File: src/rtl/serializer_pkg.sv
// Shared types and sizing helpers for the word serializer.
// The bit counter is sized to index one word of WIDTH bits.
package serializer_pkg;

  typedef enum logic {
    S_IDLE  = 1'b0,
    S_SHIFT = 1'b1
  } ser_state_t;

  function automatic int cnt_width(input int width);
    return $clog2(width);
  endfunction

endpackage

File: src/rtl/word_serializer.sv
// Parallel-to-serial front end: valid/ready word input, MSB-first serial output.
// A one-word holding buffer lets consecutive words stream with no idle bit between them.
module word_serializer
  import serializer_pkg::*;
#(
  parameter int WIDTH = 10
) (
  input  logic             clk,
  input  logic             reset_n,
  input  logic             in_valid,
  input  logic [WIDTH-1:0] in_data,
  output logic             in_ready,
  input  logic             en,
  output logic             data_out,
  output logic             out_valid,
  output logic             word_start,
  output logic             busy
);

  localparam int CW = cnt_width(WIDTH);
  localparam logic [CW-1:0] LAST_BIT = CW'(WIDTH - 1);

  ser_state_t       state_q, state_d;
  logic [WIDTH-1:0] shreg_q, shreg_d;
  logic [CW-1:0]    bitcnt_q, bitcnt_d;
  logic [WIDTH-1:0] hold_data_q, hold_data_d;
  logic             hold_full_q, hold_full_d;

  logic             accept;
  logic             last_consumed;

  assign in_ready      = !hold_full_q;
  assign accept        = in_valid && in_ready;
  assign last_consumed = (state_q == S_SHIFT) && en && (bitcnt_q == LAST_BIT);

  always_comb begin
    state_d     = state_q;
    shreg_d     = shreg_q;
    bitcnt_d    = bitcnt_q;
    hold_data_d = hold_data_q;
    hold_full_d = hold_full_q;

    unique case (state_q)
      S_IDLE: begin
        if (accept) begin
          shreg_d  = in_data;
          bitcnt_d = '0;
          state_d  = S_SHIFT;
        end
      end

      S_SHIFT: begin
        if (last_consumed) begin
          // Buffered word wins; a direct load is only possible when the buffer is empty.
          if (hold_full_q) begin
            shreg_d     = hold_data_q;
            hold_full_d = 1'b0;
            bitcnt_d    = '0;
          end else if (accept) begin
            shreg_d  = in_data;
            bitcnt_d = '0;
          end else begin
            state_d = S_IDLE;
          end
        end else begin
          if (en) begin
            shreg_d  = {shreg_q[WIDTH-2:0], 1'b0};
            bitcnt_d = bitcnt_q + CW'(1);
          end
          if (accept) begin
            hold_data_d = in_data;
            hold_full_d = 1'b1;
          end
        end
      end

      default: begin
        state_d = S_IDLE;
      end
    endcase
  end

  always_ff @(posedge clk or negedge reset_n) begin
    if (!reset_n) begin
      state_q     <= S_IDLE;
      shreg_q     <= '0;
      bitcnt_q    <= '0;
      hold_data_q <= '0;
      hold_full_q <= 1'b0;
    end else begin
      state_q     <= state_d;
      shreg_q     <= shreg_d;
      bitcnt_q    <= bitcnt_d;
      hold_data_q <= hold_data_d;
      hold_full_q <= hold_full_d;
    end
  end

  // Outputs decode purely from registered state.
  assign out_valid  = (state_q == S_SHIFT);
  assign data_out   = out_valid & shreg_q[WIDTH-1];
  assign word_start = out_valid & (bitcnt_q == '0);
  assign busy       = out_valid | hold_full_q;

endmodule

File: config.mk
export PLATFORM = sky130hd
export DESIGN_NAME = word_serializer
export DESIGN_NICKNAME = d
export VERILOG_FILES = /design/src/rtl/serializer_pkg.sv /design/src/rtl/word_serializer.sv
export SDC_FILE = /design/constraint.sdc
export NUM_CORES = 1
export LEC_CHECK = 0
export BUFFER_PORTS_ARGS = -buffer_cell sky130_fd_sc_hd__buf_2
export CAP_MARGIN = 20
export CORE_ASPECT_RATIO = 0.8
export CORE_MARGIN = 2
export CORE_UTILIZATION = 40
export CTS_BUF_LIST = sky130_fd_sc_hd__clkbuf_4
export CTS_CLUSTER_SIZE = 12
export DETAILED_ROUTE_END_ITERATION = 12
export RECOVER_POWER = 50
export SETUP_SLACK_MARGIN = 0.05
export SYNTH_ARGS = -nofsm -noshare
export SYNTH_HDL_FRONTEND = slang
export SYNTH_SLANG_ARGS = --single-unit
File: constraint.sdc
create_clock -name clk -period 2.05 [get_ports clk]
set_input_delay 0.205 -clock clk [delete_from_list [all_inputs] [get_ports clk]]
set_output_delay 0.205 -clock clk [all_outputs]
set_load 0.01 [all_outputs]
==> impl_metrics.py <==
metrics = {
    "detailed_routing": {
        "drt_iter0_markers": 68,
        "ant_nets": 0,
        "met3WireLength_um": 222,
        "via_per_inst": 5.75,
        "drcViolationCount": 0,
        "detailroute.via_count": 1231,
        "wl_met1_mm": 1.75,
        "maxUsedRoutingLayer": "met4",
        "firstDrtPassIters": 4,
        "drt-total-wl_mm": 3.54,
        "wl_met2_mm": 1.55,
        "detail_route.wl_per_cell_um": 16.5,
    },
    "timing": {
        "final.setup.tns_ps": 0,
        "finalHoldViolCount": 0,
        "slew_headroom_pct": 3.67,
        "achievable-frequency_mhz": 562,
        "timing.final.crit_share_pct": 86.9,
        "final-setup-viol-count": 0,
        "setup_slack_ps": 269,
        "rsz0062_at_grt": "no",
        "least_margin_pin_slew_ps": 1440,
        "clock_skew_ps": 4.24,
        "final_max_slew_viol_count": 0,
        "timing.final.crit_period_ps": 1780,
    },
    "logic_synthesis": {
        "synth_sequential_area_ratio_pct": 42.7,
        "library_cell_occupying_the_most_area_in_the_post_synthesis_netlist": "sky130_fd_sc_hd__dfrtp_1",
        "synthesis.area_per_instance_sq_um": 10.2,
        "synth_async_sr_flop_share_pct": 100,
        "synth_top_cells_by_area": "sky130_fd_sc_hd__dfrtp_1 (43%), sky130_fd_sc_hd__mux2_4 (9.8%), sky130_fd_sc_hd__o21ai_0 (3.9%)",
        "net_count_synth": 167,
        "mappedNetlistArea_sq_mm": 0.00153,
        "count_of_flip_flops_with_a_built_in_enable_after_synthesis": 0,
        "synth_cell_type_count": 40,
        "cell_count_after_synthesis": 150,
        "synth-seq-cells": 26,
        "synth_largest_type_area_fraction_pct": 42.7,
        "ys_dominant_reg_cell": "sky130_fd_sc_hd__dfrtp_1",
        "yosys_warnings": 0,
    },
    "global_routing": {
        "grt_pass1_vias": 1140,
        "initial_antenna_violation_count": 0,
        "globalRouteTotalUtil_pct": 17.8,
        "grt.overflow.total": 0,
        "wire_length_of_the_first_global_routing_pass_mm": 5.87,
        "pin_count_of_the_biggest_net_entering_global_routing": 27,
    },
    "layout": {
        "antenna_cells": 0,
        "sequential_cell_area_sq_um": 651,
        "fillers": 355,
        "final_common_cell": "sky130_fd_sc_hd__dfrtp_1",
        "drive_above_1_share_pct": 23.5,
        "fin_area_sq_mm": 0.00169,
        "leading_cell_types_in_the_layout_fill_and_taps_excluded": "sky130_fd_sc_hd__dfrtp_1 (26), sky130_fd_sc_hd__buf_2 (17), sky130_fd_sc_hd__o21ai_0 (13)",
        "finish.utilization_pct": 45.4,
        "flow.area_growth_from_synthesis_pct": 10.9,
        "final_nets": 188,
        "multiInputGateArea_sq_um": 786,
    },
    "clock_tree": {
        "clockRootBuffer": "sky130_fd_sc_hd__clkbuf_4",
        "clk_latency_ps": 320,
        "numCtsBuffers": 3,
        "tritoncts": "yes",
        "max-clock-path-buffers": 2,
        "cts_max_level": 1,
        "post-cts-setup-buffers": 0,
        "clk_pin_slew_ps": 140,
        "numClockSinks": 26,
    },
    "floorplan": {
        "num_io_pins": 19,
        "core_region_area_sq_mm": 0.00373,
        "dieWidth_um": 73.0,
        "die_y_extent_um": 59.2,
        "floorplan.rows": 20,
        "initial_cell_density_of_the_core_pct": 40.9,
        "fp.dieArea_sq_mm": 0.00433,
    },
    "critical_path": {
        "timing_worst_setup_path_type": "flip-flop to flip-flop",
        "worst-r2r-setup-slack_ps": 270,
        "worst_path_dominant_cell_family": "simple AND/OR/NAND/NOR gates",
        "required_ps": 2270,
        "worst-path-max-fanout": 10,
        "crit_path_start_kind": "flip-flop",
        "cp.arrival_ps": 2000,
        "slowest_stage": "sky130_fd_sc_hd__and3_2",
        "worst_path_buffer_plus_inverter_count": 1,
        "largest_stage_delay_on_the_critical_path_ps": 450,
        "crit_path_end_kind": "flip-flop",
        "critical_path.cell_chain": "inv_1, ha_1, nand4b_1, and3_2, mux2_4",
    },
    "power": {
        "total_power_uw": 2230,
        "power.ir.vdd_worst_uv": 488,
        "p_leak_uw": 0.000790,
        "power_per_cell_area_mw_per_mm2": 1320,
    },
    "run_status": {
        "run_status": "finished, final reports clean",
    },
    "placed_design": {
        "placed_area_sq_mm": 0.00166,
        "post-place-ws_ps": 55.0,
        "finalWeightedCongestion": 0.751,
        "io_buffers": 18,
        "detailedPlacementHpwl_mm": 2.47,
    },
    "min_path": {
        "worst_hold_path_type": "input port to flip-flop",
    },
    "job": {
        "drv.max_cap_violation_count": 0,
    },
}
-- flip-flops by register name, indices dropped and copies added (netlist names) --
signal	flops
hold_data_q	10
hold_full_q	1
bitcnt_q	4
out_valid	1
shreg_q	10
-- per-layer routing --
metal | global-route usage, % | vias to the layer above
li1 | - | 595
met3 | 3.91 | 2
met2 | 26.1 | 34
met4 | 3.97 | 0
met1 | 26.9 | 600
met5 | 0 | -
-- cell type report --
cell class	instances	share of cell area, %
inverter	9	2.00
sequential	26	38.5
timing repair buffer	25	8.28
tap	44	3.25
clock inverter	1	0.222
multi-input combinational	106	46.4
clock buffer	3	1.33
-- cells in the mapped netlist, types with 2 or more instances --
cell type,instances
sky130_fd_sc_hd__o21a_1,2
sky130_fd_sc_hd__o22ai_1,6
sky130_fd_sc_hd__a21oi_1,10
sky130_fd_sc_hd__nor3_1,2
sky130_fd_sc_hd__o211ai_1,4
sky130_fd_sc_hd__dfrtp_1,26
sky130_fd_sc_hd__ha_1,3
sky130_fd_sc_hd__a211o_1,2
sky130_fd_sc_hd__mux2_4,10
sky130_fd_sc_hd__nand2_1,8
sky130_fd_sc_hd__o21ai_1,10
sky130_fd_sc_hd__clkbuf_1,3
sky130_fd_sc_hd__buf_2,3
sky130_fd_sc_hd__and3_1,7
sky130_fd_sc_hd__a21boi_0,3
sky130_fd_sc_hd__nand3_1,2
sky130_fd_sc_hd__inv_1,8
sky130_fd_sc_hd__o21ai_0,12
sky130_fd_sc_hd__a31oi_1,2
sky130_fd_sc_hd__buf_6,2
sky130_fd_sc_hd__a221o_1,3
sky130_fd_sc_hd__and2_1,4
-- power by group --
group | leakage, uW | total (uW) | internal [uW] | switching [uW]
combinational | 0.000448 | 1110 | 557 | 548
sequential | 0.000327 | 903 | 726 | 178
clock | 0.0000154 | 225 | 71.5 | 154
total | 0.000790 | 2230 | 1350 | 880
-- stage by stage --
step                hold WS (ps)  std cells
floorplan                  -90.6        150
global placement             240        209
detailed placement           252        209
CTS                          108        214
global route                96.9        214
finish                       117        214
-- timing repair --
action / CTS / global route
setup endpoints to repair: 10 / 0
hold buffers: 1 / 0
gates resized for setup: 1 / 0
endpoints found under the hold margin: 26 / 0
-- logic make-up (layout without fill, tap and decap cells) --
logic type | Yosys count | count (layout) | share of synthesized area, %
AO/OA/AOI/OAI | 59 | 59 | 24.9
AND/OR/NAND/NOR | 32 | 32 | 12.8
flip-flops | 26 | 26 | 42.7
buffers and inverters | 18 | 38 | 5.91
multiplexers | 12 | 12 | 11.2
adder cells (fa/ha/maj) | 3 | 3 | 2.46
-- worst paths after layout --
path | from | to | cells past startpoint
min reg2reg | shreg_q[8] | shreg_q[8] | 1
min in group asynchronous | reset_n | bitcnt_q[2] | 2
min | in_data[5] | hold_data_q[5] | 2
max reg2reg | bitcnt_q[1] | hold_data_q[6] | 5
max in group asynchronous | reset_n | shreg_q[4] | 2
max | bitcnt_q[1] | hold_data_q[6] | 5
Note: power is estimated with default switching activity, not from simulation.
